File: src/rtl/gpr_wb_scheduler_if.sv
// Bundle of write-back request, issue, register-file and hazard-check signals
// shared between the write-back scheduler and its environment.
interface gpr_wb_scheduler_if #(
    parameter int DATA_W = 16,
    parameter int NREG   = 8
);
    logic              a_valid;
    logic [2:0]        a_dest;
    logic [DATA_W-1:0] a_data;
    logic              a_ready;
    logic              b_valid;
    logic [2:0]        b_dest;
    logic [DATA_W-1:0] b_data;
    logic              b_ready;
    logic              issue_valid;
    logic [2:0]        issue_dest;
    logic              issue_ready;
    logic              reg_write;
    logic [2:0]        reg_write_dest;
    logic [DATA_W-1:0] reg_write_data;
    logic [2:0]        chk_addr_1;
    logic [2:0]        chk_addr_2;
    logic              hazard_1;
    logic              hazard_2;
    logic [NREG-1:0]   busy;
    logic              err_underflow;

    modport slave (
        input  a_valid, a_dest, a_data, b_valid, b_dest, b_data,
        input  issue_valid, issue_dest, chk_addr_1, chk_addr_2,
        output a_ready, b_ready, issue_ready, reg_write, reg_write_dest,
        output reg_write_data, hazard_1, hazard_2, busy, err_underflow
    );

    modport master (
        output a_valid, a_dest, a_data, b_valid, b_dest, b_data,
        output issue_valid, issue_dest, chk_addr_1, chk_addr_2,
        input  a_ready, b_ready, issue_ready, reg_write, reg_write_dest,
        input  reg_write_data, hazard_1, hazard_2, busy, err_underflow
    );
endinterface

File: src/rtl/gpr_wb_scheduler.sv
// Round-robin arbiter between two write-back requesters with per-register
// pending-write scoreboard, hazard lookup and sticky underflow flag.
module gpr_wb_scheduler #(
    parameter int DATA_W = 16,
    parameter int NREG   = 8,
    parameter int CNT_W  = 2
) (
    input  logic               clk,
    input  logic               rst,
    gpr_wb_scheduler_if.slave  bus
);
    localparam logic [0:0] PTR_A = 1'b0;
    localparam logic [0:0] PTR_B = 1'b1;

    logic [0:0]                  r_ptr;
    logic                        r_wr;
    logic [2:0]                  r_wr_dest;
    logic [DATA_W-1:0]           r_wr_data;
    logic                        r_err;

    logic                        w_grant_a;
    logic                        w_grant_b;
    logic                        w_ret;
    logic [2:0]                  w_ret_dest;
    logic [DATA_W-1:0]           w_ret_data;
    logic                        w_cnt_full;
    logic                        w_issue_ready;
    logic                        w_issue_acc;
    logic [NREG-1:0][CNT_W-1:0]  w_cnt;
    logic [NREG-1:0]             w_busy;
    logic [NREG-1:0]             w_uf;

    // Grants are masked during reset so nothing is accepted while rst is high.
    always_comb begin
        w_grant_a  = !rst && bus.a_valid && (!bus.b_valid || r_ptr == PTR_A);
        w_grant_b  = !rst && bus.b_valid && (!bus.a_valid || r_ptr == PTR_B);
        w_ret      = w_grant_a || w_grant_b;
        w_ret_dest = w_grant_b ? bus.b_dest : bus.a_dest;
        w_ret_data = w_grant_b ? bus.b_data : bus.a_data;
    end

    // A full counter can still take an issue if the same register retires now.
    always_comb begin
        w_cnt_full    = (w_cnt[bus.issue_dest] == {CNT_W{1'b1}});
        w_issue_ready = !rst && (!w_cnt_full || (w_ret && w_ret_dest == bus.issue_dest));
        w_issue_acc   = bus.issue_valid && w_issue_ready;
    end

    generate
        for (genvar gi = 0; gi < NREG; gi++) begin : g_cnt
            logic [CNT_W-1:0] r_cnt;
            logic             w_inc;
            logic             w_dec;

            assign w_inc = w_issue_acc && (bus.issue_dest == 3'(gi));
            assign w_dec = w_ret && (w_ret_dest == 3'(gi));

            always_ff @(posedge clk or posedge rst) begin
                if (rst) begin
                    r_cnt <= '0;
                end else if (w_inc && !w_dec) begin
                    r_cnt <= r_cnt + 1'b1;
                end else if (w_dec && !w_inc && r_cnt != '0) begin
                    r_cnt <= r_cnt - 1'b1;
                end
            end

            assign w_cnt[gi]  = r_cnt;
            assign w_busy[gi] = |r_cnt;
            assign w_uf[gi]   = w_dec && !w_inc && (r_cnt == '0);
        end
    endgenerate

    always_ff @(posedge clk or posedge rst) begin
        if (rst) begin
            r_ptr     <= PTR_A;
            r_wr      <= 1'b0;
            r_wr_dest <= '0;
            r_wr_data <= '0;
            r_err     <= 1'b0;
        end else begin
            if (w_grant_a) begin
                r_ptr <= PTR_B;
            end else if (w_grant_b) begin
                r_ptr <= PTR_A;
            end
            r_wr <= w_ret;
            if (w_ret) begin
                r_wr_dest <= w_ret_dest;
                r_wr_data <= w_ret_data;
            end
            r_err <= r_err | (|w_uf);
        end
    end

    assign bus.a_ready        = w_grant_a;
    assign bus.b_ready        = w_grant_b;
    assign bus.issue_ready    = w_issue_ready;
    assign bus.reg_write      = r_wr;
    assign bus.reg_write_dest = r_wr_dest;
    assign bus.reg_write_data = r_wr_data;
    assign bus.busy           = w_busy;
    assign bus.hazard_1       = w_busy[bus.chk_addr_1];
    assign bus.hazard_2       = w_busy[bus.chk_addr_2];
    assign bus.err_underflow  = r_err;
endmodule

File: src/flat_wrapper.sv
// flat-port wrapper written by rule: the top's interface ports become plain ports
module gpr_wb_scheduler_flat 
#(
    parameter int DATA_W = 16,
    parameter int NREG   = 8,
    parameter int CNT_W  = 2
)
  (clk, rst, bus_a_valid, bus_a_dest, bus_a_data, bus_b_valid, bus_b_dest, bus_b_data, bus_issue_valid, bus_issue_dest, bus_chk_addr_1, bus_chk_addr_2, bus_a_ready, bus_b_ready, bus_issue_ready, bus_reg_write, bus_reg_write_dest, bus_reg_write_data, bus_hazard_1, bus_hazard_2, bus_busy, bus_err_underflow);
  gpr_wb_scheduler_if #(.DATA_W(DATA_W), .NREG(NREG)) bus_i ();
  input  logic clk;
  input  logic rst;
  input wire logic [$bits(bus_i.a_valid)-1:0] bus_a_valid;
  input wire logic [$bits(bus_i.a_dest)-1:0] bus_a_dest;
  input wire logic [$bits(bus_i.a_data)-1:0] bus_a_data;
  input wire logic [$bits(bus_i.b_valid)-1:0] bus_b_valid;
  input wire logic [$bits(bus_i.b_dest)-1:0] bus_b_dest;
  input wire logic [$bits(bus_i.b_data)-1:0] bus_b_data;
  input wire logic [$bits(bus_i.issue_valid)-1:0] bus_issue_valid;
  input wire logic [$bits(bus_i.issue_dest)-1:0] bus_issue_dest;
  input wire logic [$bits(bus_i.chk_addr_1)-1:0] bus_chk_addr_1;
  input wire logic [$bits(bus_i.chk_addr_2)-1:0] bus_chk_addr_2;
  output wire logic [$bits(bus_i.a_ready)-1:0] bus_a_ready;
  output wire logic [$bits(bus_i.b_ready)-1:0] bus_b_ready;
  output wire logic [$bits(bus_i.issue_ready)-1:0] bus_issue_ready;
  output wire logic [$bits(bus_i.reg_write)-1:0] bus_reg_write;
  output wire logic [$bits(bus_i.reg_write_dest)-1:0] bus_reg_write_dest;
  output wire logic [$bits(bus_i.reg_write_data)-1:0] bus_reg_write_data;
  output wire logic [$bits(bus_i.hazard_1)-1:0] bus_hazard_1;
  output wire logic [$bits(bus_i.hazard_2)-1:0] bus_hazard_2;
  output wire logic [$bits(bus_i.busy)-1:0] bus_busy;
  output wire logic [$bits(bus_i.err_underflow)-1:0] bus_err_underflow;
  assign bus_i.a_valid = bus_a_valid;
  assign bus_i.a_dest = bus_a_dest;
  assign bus_i.a_data = bus_a_data;
  assign bus_i.b_valid = bus_b_valid;
  assign bus_i.b_dest = bus_b_dest;
  assign bus_i.b_data = bus_b_data;
  assign bus_i.issue_valid = bus_issue_valid;
  assign bus_i.issue_dest = bus_issue_dest;
  assign bus_i.chk_addr_1 = bus_chk_addr_1;
  assign bus_i.chk_addr_2 = bus_chk_addr_2;
  assign bus_a_ready = bus_i.a_ready;
  assign bus_b_ready = bus_i.b_ready;
  assign bus_issue_ready = bus_i.issue_ready;
  assign bus_reg_write = bus_i.reg_write;
  assign bus_reg_write_dest = bus_i.reg_write_dest;
  assign bus_reg_write_data = bus_i.reg_write_data;
  assign bus_hazard_1 = bus_i.hazard_1;
  assign bus_hazard_2 = bus_i.hazard_2;
  assign bus_busy = bus_i.busy;
  assign bus_err_underflow = bus_i.err_underflow;
  gpr_wb_scheduler #(.DATA_W(DATA_W), .NREG(NREG), .CNT_W(CNT_W)) u_core (.clk(clk), .rst(rst), .bus(bus_i));
endmodule
File: config.mk
export PLATFORM = sky130hd
export DESIGN_NAME = gpr_wb_scheduler_flat
export DESIGN_NICKNAME = d
export VERILOG_FILES = /design/src/rtl/gpr_wb_scheduler_if.sv /design/src/rtl/gpr_wb_scheduler.sv /design/src/flat_wrapper.sv
export SDC_FILE = /design/constraint.sdc
export NUM_CORES = 1
export LEC_CHECK = 0
export CAP_MARGIN = 20
export CORE_ASPECT_RATIO = 1.75
export CORE_UTILIZATION = 45
export CTS_CLUSTER_DIAMETER = 80
export DETAILED_ROUTE_END_ITERATION = 10
export PLACE_DENSITY = 0.82
export SYNTH_ARGS = -nofsm -noshare
export SYNTH_HDL_FRONTEND = slang
export SYNTH_SLANG_ARGS = --single-unit
export TNS_END_PERCENT = 50
File: constraint.sdc
create_clock -name clk -period 2.5 [get_ports clk]
set_input_delay 0.25 -clock clk [delete_from_list [all_inputs] [get_ports clk]]
set_output_delay 0.25 -clock clk [all_outputs]
set_load 0.01 [all_outputs]
Yosys cells after proc, flatten, opt, wreduce, memory -nomap -nowiden --
Cells that the tools add are included.
Word-level totals: flip-flop bits (word level) 38, bits in latches 0, memory bits (writable) 0, memory bits (read-only) 0, input bits 52, output and inout port bits 34, word-level logic and storage cells 191, memories 0
Cells by class: add/sub/neg operators 16, $mul 0, div/mod/pow operators 0, magnitude comparators 3, equal/unequal tests 16, shift-type cells 0, mux-type cells 26, bitwise gates (word level) 2, reductions and logical operators 115
Operators by type and width (count):
- $logic_and A1 B1 Y1 | 55
- $mux W2 | 17
- $reduce_bool A2 Y1 | 17
- $eq A3 B3 Y1 const B | 8
- $logic_not A1 Y1 | 20
- $add A2 B1 Y2 const B | 8
- $logic_not A2 Y1 | 8
- $mux W16 | 1
- $reduce_or A2 Y1 | 8
- $sub A2 B1 Y2 const B | 8
- $eq A3 B2 Y1 const B | 4
- $lt A3 B4 Y1 const B | 3
- $reduce_or A8 Y1 | 1
- $bmux W1 S3 | 2
- $bmux W2 S3 | 1
- $eq A3 B1 Y1 const B | 2
- $logic_not A3 Y1 | 2
- $logic_or A1 B1 Y1 | 4
- $mux W1 | 4
- $eq A3 B3 Y1 | 1
- $mux W3 | 1
- $eq A2 B2 Y1 const B | 1
- $not A1 Y1 | 1
- $or A1 B1 Y1 | 1

Logic depth before layout (Yosys ltp) --
Gate-level depths: netlist (run 1).
depth in word-level cells 15, depth in mapped cells 11, mapped depth without buffers 9

Least setup slack after synthesis (run 1) --
Ideal clock, no wire load.
path kind input to register, from in rst, to reg u_core.r_err (netlist: u_core.bus.err_underflow), library setup time 139 ps, arrival time 2618 ps, data required time 2361 ps, path slack -257 ps, stages 9, path buffers 1, cell sequence inv_1 -> nand3_1 -> nor2_1 -> a221o_2 -> nor2_4 -> buf_6 -> o31ai_1 -> o2111ai_1 -> or4_1
On the way: cells in the longest elaborated chain, start to end 15, elaborated cells between the ends (all ways) 62, those cells by class eq/ne: 8; mux: 1; bitwise: 1; reduce/logical: 52
RTL lines:
- start, declared | RTL line flat_wrapper.sv:11 | input logic rst;
- $logic_not A1 Y1 (*) | RTL line gpr_wb_scheduler.sv:35, gpr_wb_scheduler.sv:36, gpr_wb_scheduler.sv:45
- $logic_and A1 B1 Y1 (2 in series) | RTL line gpr_wb_scheduler.sv:36 | w_grant_b = !rst && bus.b_valid && (!bus.a_valid || r_ptr == PTR_B);
- $mux W3 | RTL line gpr_wb_scheduler.sv:38 | w_ret_dest = w_grant_b ? bus.b_dest : bus.a_dest;
- $eq A3 B3 Y1 | RTL line gpr_wb_scheduler.sv:45 | w_issue_ready = !rst && (!w_cnt_full || (w_ret && w_ret_dest == bus.issue_dest));
- $logic_and A1 B1 Y1 | RTL line gpr_wb_scheduler.sv:45
- $logic_or A1 B1 Y1 | RTL line gpr_wb_scheduler.sv:45
- $logic_and A1 B1 Y1 | RTL line gpr_wb_scheduler.sv:45
- $logic_and A1 B1 Y1 | RTL line gpr_wb_scheduler.sv:46 | w_issue_acc = bus.issue_valid && w_issue_ready;
- $logic_and A1 B1 Y1 | RTL line gpr_wb_scheduler.sv:55 | assign w_inc = w_issue_acc && (bus.issue_dest == 3'(gi));
- $logic_not A1 Y1 | RTL line gpr_wb_scheduler.sv:70 | assign w_uf[gi] = w_dec && !w_inc && (r_cnt == '0);
- $logic_and A1 B1 Y1 (2 in series) | RTL line gpr_wb_scheduler.sv:70
- $reduce_or A8 Y1 (*) | RTL line gpr_wb_scheduler.sv:92 | r_err <= r_err | (|w_uf);
- $or A1 B1 Y1 (*) | RTL line gpr_wb_scheduler.sv:92
- end signal, assigned | RTL line gpr_wb_scheduler.sv:92
- end, declared | RTL line gpr_wb_scheduler.sv:19 | logic r_err;
Every way passes the cells marked *; elsewhere a longest branch is shown, timed or not. A chain may end at the register's enable or synchronous reset.

Worst setup path after layout (run 1) --
from reg u_core.g_cnt[2].r_cnt[0], to out bus_hazard_1
On the way: cells in the longest elaborated chain, start to end 3
RTL lines:
- start, declared | RTL line gpr_wb_scheduler.sv:51 | logic [CNT_W-1:0] r_cnt;
- start signal, assigned | RTL line gpr_wb_scheduler.sv:62 | r_cnt <= r_cnt + 1'b1;
- start signal, assigned | RTL line gpr_wb_scheduler.sv:64 | r_cnt <= r_cnt - 1'b1;
- $reduce_or A2 Y1 | RTL line gpr_wb_scheduler.sv:69 | assign w_busy[gi] = |r_cnt;
- $bmux W1 S3 | RTL line gpr_wb_scheduler.sv:103 | assign bus.hazard_1 = w_busy[bus.chk_addr_1];
- $mux W1 (implied by the code) | RTL line gpr_wb_scheduler.sv:103
- end, declared | RTL line flat_wrapper.sv:28 | output wire logic [$bits(bus_i.hazard_1)-1:0] bus_hazard_1;
No other way between the ends. The select of a mux whose other input is x is not followed.

==> results of run 1 <==
[repair_timing]
item	4_1_cts	5_1_grt
resized for setup	2	10
setup buffers	1	2
hold endpoints to repair	0	0
pin swaps	3	4
hold buffers	0	0
setup endpoints to repair	3	8
[per-stage QoR]
step	hold slack (ns)	std cells	util [%]	worst slack (ns)	total power (W)
finish	0.251	461	72.0	0.0762	0.00214
global route	0.279	461	72.0	0.00168	0.00226
CTS	0.486	459	71.1	0.00676	0.00214
detailed placement	0.470	450	69.2	-0.300	0.00169
global placement	0.462	450	69.2	-0.203	0.00167
floorplan	0.236	277	-	0.0865	0.00122
[worst max-delay path, stage by stage (launching register included)]
cell,delay (ns)
dfrtp_1,0.42
or2_2,0.35
mux4_2,0.47
o21a_1,0.18
clkdlybuf4s50_1,0.47
[layer usage]
| metal | global-route usage (%) | up-vias | part of all wire [%] |
|---|---|---|---|
| met5 | 0 | - | 0 |
| li1 | - | 1245 | - |
| met1 | 24.7 | 1160 | 33 |
| met4 | 19.2 | 0 | 5.9 |
| met3 | 4.81 | 36 | 6.3 |
| met2 | 47.7 | 113 | 55 |
[cells by family after synthesis]
family,count (synthesis)
buf+inv,33
mux,24
simple gates,93
compound gates,82
xor+xnor,7
flops,38
[placed cells by master, fill, tap and decap left out, types with 2 or more instances in the layout]
cell              n
a211o_1           2
a21o_1            2
a21oi_1          23
a31oi_1           3
and2_1            4
buf_4            46
clkbuf_8          6
clkdlybuf4s50_1  83
dfrtp_1          38
inv_1            20
mux2_2            2
mux2i_1          18
mux4_2            4
nand2_1          31
nand2b_1          4
nand3_1          10
nand4_1           3
nor2_1           17
nor3_1            3
o211ai_1          4
o21a_1            2
o21ai_0          28
o311ai_1          3
o31ai_1           5
o31ai_2           2
or2_2             5
or3_1             3
or4_4             2
xnor2_1           2
xor2_1            4
[state kept, by name, summed over array words and instances (netlist names)]
| signal | flops |
|---|---|
| u_core.bus.err_underflow | 1 |
| u_core.bus.reg_write | 1 |
| u_core.bus.reg_write_data | 16 |
| u_core.bus.reg_write_dest | 3 |
| u_core.g_cnt.r_cnt | 16 |
| u_core.r_ptr | 1 |
[power groups by stage]
stage | clock [W] | combinational [W] | sequential (W)
2_1_floorplan | 0 | 0.000408 | 0.000815
3_3_place_gp | 0 | 0.000851 | 0.000819
3_5_place_dp | 0 | 0.000871 | 0.000822
4_1_cts | 0.000450 | 0.000877 | 0.000810
5_1_grt | 0.000474 | 0.000963 | 0.000823
6_report | 0.000439 | 0.000889 | 0.000811
[worst paths after layout]
kind                                                          start                                        to  slack (ns)
max                            u_core.g_cnt[2].r_cnt[0]$_DFFE_PP0P_                              bus_hazard_1        0.08
min                                                             rst        u_core.bus.err_underflow$_DFF_PP0_        0.25
max reg2reg                    u_core.g_cnt[0].r_cnt[0]$_DFFE_PP0P_      u_core.g_cnt[7].r_cnt[0]$_DFFE_PP0P_        0.11
min reg2reg                u_core.bus.reg_write_data[8]$_DFFE_PP0P_  u_core.bus.reg_write_data[8]$_DFFE_PP0P_        0.48
max in group asynchronous                                       rst      u_core.g_cnt[3].r_cnt[0]$_DFFE_PP0P_        1.61
min in group clk                                                rst                  u_core.r_ptr$_DFFE_PP0P_        0.42
[layout make-up]
type,instances,area [um^2]
Multi-Input combinational cell,206,1380
Clock buffer,7,86.3
Tap cell,55,68.8
Inverter,22,91.3
Sequential cell,38,951
Clock inverter,1,5.00
Fill cell,424,1470
Timing Repair Buffer,132,1210
==> results.toml, run 1 <==
[die]
die_y_um = 99.5
initial_core_util_pct = 46.5
io_pins = 86
die_area_mm2 = 0.00574
rows = 35
dieWidth_um = 57.7
core_area_mm2 = 0.00526

[logic_synthesis]
synthAdderAreaFrac_pct = 0
netlist_area_mm2 = 0.00244
synth_edf_count = 0
yosysTopAreaCellShare_pct = 38.9
synth_compound_area_share_pct = 20.3
ys_seq_area_share_pct = 38.9
syn_area_per_cell_um2 = 8.83
synth_xor_area_share_pct = 2.51
synth_simple_gate_area_share_pct = 20.2
ys_ff_latch = 38
synth_cells = 277
muxShareOfSynthArea_pct = 12.0
synth_area_leader_cell = "dfrtp_1"
syn-num-nets = 329
synth_area_leaders = "dfrtp_1 39%, mux2i_1 7.4%, o21ai_0 6.1%, nand2_1 4.8%, a21oi_1 4.7%"
synth_commonest_cells = "38 x dfrtp_1, 31 x nand2_1, 30 x o21ai_0"
ys_async_sr_fraction_pct = 100
yosysWarnings = 0
ys_dominant_reg_cell = "dfrtp_1"
synth.most_common_cell = "dfrtp_1"
ys_types = 49
synth_top_family_by_area = "compound AO/OA/AOI/OAI gates"

[routing]
routed_wl_um = 7030
drt_iter0_markers = 67
viasPerCell = 5.54
avgRoutedWirePerCell_um = 15.2
route.detailed.drc = 4
vias = 2554
postRouteAntennaNets = 0
drt_pre_antenna_iters = 7

[critical_path]
critPathMaxFanout = 5
worstPathArrival_ns = 2.17
crit_type = "register to output pin"
critical_path_required_ns = 2.25
cp-start-kind = "register"
r2r_cells = 9
cp-end-kind = "output pin"

[pwr]
vdd_drop_max_v = 0.000365
p_per_area_mw_per_mm2 = 565
p_leak_nw = 1.70
p_clk_share_pct = 20.5
p_comb_share_pct = 41.6
p_sw_share_pct = 33.2
power_frac_seq_pct = 37.9
p_sw_w = 0.000710
internal_power_w = 0.00143

[cts]
cts_buffers = 5
root_buffer = "clkbuf_8"
clk_latency_ns = 0.29
clkTransAtPathRegs_ns = 0.08
htree_levels = 2
cts_sinks = 38
cts.path.max_buffers = 2
cts_tree = "yes"

[timing]
tightest_slew_ns = 0.425
final-setup-viol-count = 0
finalCriticalPeriod_ns = 2.42
hold_viol_final = 0
finalClockSkew_ns = 0.00860
fmax_mhz = 413
rsz0062_at_grt = "no"
fin_crit_sh_pct = 97.0
finalSetupTns_ns = 0
relSlewSlack_pct = 71.2
drv_slew = 0

[layout]
diodes = 0
layout.nets = 457
synthToLayoutAreaGrowth_pct = 54.9
final_area_mm2 = 0.00379
drive_gt1_share_pct = 19.7

[hold_path]
hold_class = "input port to async pin"

[place]
placed_area_mm2 = 0.00364
hpwl_um = 5700
io_buffers = 85
gp_congestion = 0.983

[grt]
grt_pass1_wl_um = 11400
grt-ovfl-total = 0
grt_pass1_vias = 2593
grt_usage_pct = 26.0
antenna_found_initial = 0
grt_max_degree = 39

[run]
max-cap-violations = 0

[status]
violations = "design-rule violations"
status = "complete, but fails checks"
Note: power is estimated with default switching activity, not from simulation.
==> inputs of run 2 (changes only) <==
--- a/config.mk
+++ b/config.mk
@@ -11,6 +11,7 @@
 export CTS_CLUSTER_DIAMETER = 80
 export DETAILED_ROUTE_END_ITERATION = 10
 export PLACE_DENSITY = 0.82
+export REMOVE_ABC_BUFFERS = 1
 export SYNTH_ARGS = -nofsm -noshare
 export SYNTH_HDL_FRONTEND = slang
 export SYNTH_SLANG_ARGS = --single-unit
==> run 2 against run 1 <==
Against the previous run: the flow still finishes with violations (design-rule violations); sequential cell count did not move; non-clock buffer count rose by 10; register-to-register slack got worse by 0.08 ns; global-route usage rose by 2.3 points; die area did not move; clock power rose by 49%; combinational power rose by 6.0%; hold slack improved by 0.24 ns; clock skew fell by 0.0045 ns; wire length rose by 13%; highest routed layer unchanged.
==> results.toml, run 2 (synthesis gave the netlist of run 1 again) <==
[timing]
finalCriticalPeriod_ns = 2.47
rsz0062_at_grt = "yes"
hold_viol_final = 0
finalSetupTns_ns = 0
fmax_mhz = 405
tightest_slew_ns = 0.521
drv_slew = 0
fin_crit_sh_pct = 98.7
finalClockSkew_ns = 0.00412
final-setup-viol-count = 0
whs_ns = 0.487
relSlewSlack_pct = 65.2

[critical_path]
worstPathArrival_ns = 2.64
worst_path_max_delay_cell = "dfrtp_1"
r2r-start = "u_core.g_cnt[0].r_cnt[0]$_DFFE_PP0P_"
crit_buf_inv = 1
slowest_delay_ns = 0.43
critPathMaxFanout = 8
critical_path_required_ns = 2.67
crit_chain = "and3b_1 > a311o_1 > a21oi_2 > a221o_2 > nor2_4 > buf_12 > o311ai_4 > o2111ai_1 > or4_1"
r2r_cells = 9
reg2reg_slack_ns = 0.03
crit_type = "register to register"
r2r-end = "u_core.bus.err_underflow$_DFF_PP0_"
critPathTopFamily = "compound AO/OA/AOI/OAI gates"
cp-end-kind = "register"
cp-start-kind = "register"

[routing]
met2WireLength_um = 4270
drt_iter0_markers = 115
route.detailed.drc = 4
wl_met1_um = 2700
wl_met3_um = 577
drt_pre_antenna_iters = 8
viasPerCell = 5.85
vias = 2754
avgRoutedWirePerCell_um = 16.8
routed.top_layer = "met4"
postRouteAntennaNets = 0
routed_wl_um = 7920

[pwr]
p_leak_nw = 1.77
vdd_drop_max_v = 0.000411
p_per_area_mw_per_mm2 = 608

[status]
status = "complete, but fails checks"
violations = "design-rule violations"

[die]
rows = 35
die_y_um = 99.5
initial_core_util_pct = 46.5
dieWidth_um = 57.7
die_area_mm2 = 0.00574
io_pins = 86
core_area_mm2 = 0.00526

[layout]
final_cell_mix = "83 x clkdlybuf4s50_1, 54 x buf_4, 37 x dfrtp_1"
drive_gt1_share_pct = 23.3
final_common_cell = "clkdlybuf4s50_1"
synthToLayoutAreaGrowth_pct = 62.3
layout.nets = 467
diodes = 0

[cts]
ctsHoldBuffers = 0
cts_tree = "yes"
cts.path.max_buffers = 2
clk_latency_ns = 0.29
root_buffer = "clkbuf_8"
cts_buffers = 5
htree_levels = 2
cts_sinks = 38
clkTransAtPathRegs_ns = 0.08

[hold_path]
hp-start = "u_core.bus.reg_write_data[10]$_DFFE_PP0P_"
hold_class = "register to register"
hold_path_depth = 2
hold_end = "u_core.bus.reg_write_data[10]$_DFFE_PP0P_"

[grt]
grt_usage_pct = 28.3
grt_max_degree = 25
antenna_found_initial = 0
grt_pass1_vias = 2805
grt_pass1_wl_um = 12600
grt-ovfl-total = 0

[run]
max-cap-violations = 0

[place]
hpwl_um = 5560
io_buffers = 85
gp_congestion = 0.900
-- run 2: per-stage QoR --
stage / total power (W) / instance area, um^2 / instances / util, % / worst slack, ns
2_1_floorplan: 0.00120 / 2380 / 266 / - / -0.386
3_3_place_gp: 0.00167 / 3680 / 455 / 70.1 / -0.317
3_5_place_dp: 0.00170 / 3680 / 455 / 70.1 / -0.356
4_1_cts: 0.00238 / 3890 / 467 / 74.0 / 0.00679
5_1_grt: 0.00252 / 3970 / 471 / 75.5 / -0.0547
6_report: 0.00241 / 3970 / 471 / 75.5 / 0.0326
-- run 2: routing by layer --
layer	vias up	track usage [%]
li1	1263	-
met1	1287	29.5
met2	166	52.8
met3	38	5.46
met4	0	13.4
met5	-	0
-- run 2: worst max path at each step --
stage	startpoint	end	depth (start not counted)
floorplan	rst	u_core.bus.reg_write_data[0]$_DFFE_PP0P_	4
global route	u_core.g_cnt[0].r_cnt[0]$_DFFE_PP0P_	u_core.g_cnt[6].r_cnt[0]$_DFFE_PP0P_	10
global placement	bus_issue_dest[1]	bus_issue_ready	10
detailed placement	bus_issue_dest[1]	u_core.bus.err_underflow$_DFF_PP0_	10
finish	u_core.g_cnt[0].r_cnt[0]$_DFFE_PP0P_	u_core.bus.err_underflow$_DFF_PP0_	9
CTS	bus_issue_dest[1]	bus_issue_ready	11
-- run 2: timing repair --
action                     CTS  global route
gates cloned                 0             0
setup endpoints to repair    4             9
gates resized for setup     12            12
buffers inserted             4             4
pin swaps                    5            11
-- run 2: worst register-to-register path: cells and delay by family, from the launching register on --
kind            cells  cell delay (ns)
compound gates      5             1.11
simple gates        3             0.65
buf+inv             1             0.14
flops               1             0.43
-- run 2: power by group --
part / leakage (nW) / internal, W / total, W / switching, W
Clock: 0.0714 / 0.000426 / 0.000656 / 0.000230
Sequential: 0.474 / 0.000718 / 0.000816 / 0.0000981
Combinational: 1.23 / 0.000507 / 0.000942 / 0.000435
-- run 2: layout make-up --
class                      instances  area, um^2
fill                             334        1290
inverter                          22        87.6
sequential                        38         952
clock inverter                     2        60.1
clock buffer                       6        82.6
timing repair buffer             142        1310
multi-input combinational        206        1410
tap                               55        68.8
==> inputs of run 3 (changes only) <==
--- a/config.mk
+++ b/config.mk
@@ -10,7 +10,7 @@
 export CORE_UTILIZATION = 45
 export CTS_CLUSTER_DIAMETER = 80
 export DETAILED_ROUTE_END_ITERATION = 10
-export PLACE_DENSITY = 0.82
+export PLACE_DENSITY = 0.86
 export REMOVE_ABC_BUFFERS = 1
 export SYNTH_ARGS = -nofsm -noshare
 export SYNTH_HDL_FRONTEND = slang
==> constraint.sdc (replaced) <==
create_clock -name clk -period 2.7 [get_ports clk]
set_input_delay 0.27 -clock clk [delete_from_list [all_inputs] [get_ports clk]]
set_output_delay 0.27 -clock clk [all_outputs]
set_load 0.01 [all_outputs]
==> run 3 against run 2 <==
Against the previous run: the run still ends with design-rule violations left; register-to-register slack better by 0.11 ns; non-clock buffer count down 23; critical path depth unchanged; utilization down 5.4 points; first-iteration DRC count down 41%; maximum frequency down 3.6%; die area unchanged; sequential power down 8.1%; wire length down 12%; clock power down 36%; worst setup slack better by 0.11 ns; largest cell class unchanged.
==> results.toml, run 3 (synthesis gave the netlist of run 1 again) <==
[routing]
postRouteAntennaNets = 0
drt_iter0_markers = 68
avgRoutedWirePerCell_um = 15.5
route.detailed.drc = 3
drt_pre_antenna_iters = 9
routed_wl_um = 6960
vias = 2515
viasPerCell = 5.61

[pwr]
p_leak_nw = 1.64
internal_power_w = 0.00131
vdd_drop_max_v = 0.000394
p_clk_share_pct = 21.3
p_sw_w = 0.000675
p_per_area_mw_per_mm2 = 539
power_frac_seq_pct = 37.8
p_sw_share_pct = 34.0
p_comb_share_pct = 40.9

[status]
violations = "design-rule violations"
status = "complete, but fails checks"

[critical_path]
critical_path_required_ns = 2.88
critPathMaxFanout = 11
reg2reg_slack_ns = 0.14
crit_path_end = "u_core.bus.err_underflow$_DFF_PP0_"
worstPathArrival_ns = 2.74
r2r-end = "u_core.bus.err_underflow$_DFF_PP0_"
cp-start-kind = "register"
crit_type = "register to register"
r2r-start = "u_core.g_cnt[0].r_cnt[0]$_DFFE_PP0P_"
crit_start = "u_core.g_cnt[0].r_cnt[0]$_DFFE_PP0P_"
r2r_cells = 9
cp-end-kind = "register"

[layout]
final_cell_mix = "84 x clkdlybuf4s50_1, 37 x dfrtp_1, 32 x buf_4"
diodes = 0
drive_gt1_share_pct = 16.5
layout.nets = 444
fin_util_pct = 70.1
fin_cells = 448
final_area_mm2 = 0.00368
final_common_cell = "clkdlybuf4s50_1"
synthToLayoutAreaGrowth_pct = 50.6
fillCellCount = 384

[grt]
grt-ovfl-total = 0
grt_pass1_wl_um = 11800
grt_pass1_vias = 2674
grt_usage_pct = 26.5
grt_max_degree = 27
antenna_found_initial = 0

[timing]
rsz0062_at_grt = "no"
drv_slew = 0
tightest_slew_ns = 0.727
relSlewSlack_pct = 51.0
whs_ns = 0.481
final-setup-viol-count = 0
setup_slack_ns = 0.141
finalClockSkew_ns = 0.0148
hold_viol_final = 0
fmax_mhz = 391
fin_crit_sh_pct = 94.8
finalCriticalPeriod_ns = 2.56

[die]
io_pins = 86
initial_core_util_pct = 46.5
die_y_um = 99.5
dieWidth_um = 57.7
rows = 35
die_area_mm2 = 0.00574
core_area_mm2 = 0.00526

[cts]
ctsHoldBuffers = 0
cts_tree = "yes"
clk_latency_ns = 0.30
htree_levels = 2
clkTransAtPathRegs_ns = 0.09
cts_sinks = 38
root_buffer = "clkbuf_8"
cts_buffers = 5
cts.path.max_buffers = 2

[run]
max-cap-violations = 0

[place]
pre_cts_ws_ns = -0.167
hpwl_um = 5540
io_buffers = 85
place_inst = 439
gp_congestion = 0.974
placed_area_mm2 = 0.00356

[hold_path]
hold_class = "register to register"
hp-start = "u_core.bus.reg_write_dest[1]$_DFFE_PP0P_"
run 3: layout make-up:
class | instances | area, um^2 | area share [%]
multi-input combinational | 206 | 1360 | 36.9
clock inverter | 2 | 12.5 | 0.340
inverter | 22 | 87.6 | 2.38
tap | 55 | 68.8 | 1.87
timing repair buffer | 119 | 1120 | 30.4
clock buffer | 6 | 82.6 | 2.24
sequential | 38 | 952 | 25.9
run 3: power groups by stage:
stage               sequential (W)  combinational, W  clock (W)
floorplan                 0.000755          0.000360          0
global placement          0.000753          0.000772          0
detailed placement        0.000758          0.000803          0
CTS                       0.000748          0.000809   0.000427
global route              0.000766          0.000881   0.000454
finish                    0.000750          0.000811   0.000423
run 3: per-layer routing:
layer / routed length, um / vias up / track usage [%]
li1: - / 1218 / -
met1: 2460 / 1160 / 26.2
met2: 3720 / 114 / 47.7
met3: 479 / 23 / 7.93
met4: 293 / 0 / 14.8
met5: 0 / - / 0
run 3: repair_timing:
item                                    4_1_cts  5_1_grt
endpoints found under the setup margin        1        4
endpoints found under the hold margin         0        0
pin swaps                                     1        2
resized for setup                             0        6
setup buffers                                 1        0
run 3: critical path: stages (launching register included):
cell,delay [ns]
dfrtp_2,0.45
and3b_1,0.19
a311o_1,0.31
a21oi_1,0.15
a221o_2,0.18
nor2_4,0.05
buf_4,0.17
o211ai_1,0.29
o221ai_1,0.18
or4_1,0.47
run 3: metrics by stage:
step	power, W	TNS [ns]
2_1_floorplan	0.00111	-3.97
3_3_place_gp	0.00153	-0.130
3_5_place_dp	0.00156	-0.593
4_1_cts	0.00198	0
5_1_grt	0.00210	0
6_report	0.00198	0
run 3: how the worst min path moves through the flow:
| stage | to | slack (ns) | depth (start not counted) |
|---|---|---|---|
| 2_1_floorplan | u_core.r_ptr$_DFFE_PP0P_ | 0.38 | 1 |
| 3_3_place_gp | u_core.bus.reg_write_data[15]$_DFFE_PP0P_ | 0.46 | 2 |
| 3_5_place_dp | u_core.bus.reg_write_dest[1]$_DFFE_PP0P_ | 0.47 | 2 |
| 4_1_cts | u_core.bus.reg_write_dest[1]$_DFFE_PP0P_ | 0.49 | 2 |
| 5_1_grt | u_core.bus.reg_write_data[13]$_DFFE_PP0P_ | 0.51 | 2 |
| 6_report | u_core.bus.reg_write_dest[1]$_DFFE_PP0P_ | 0.48 | 2 |
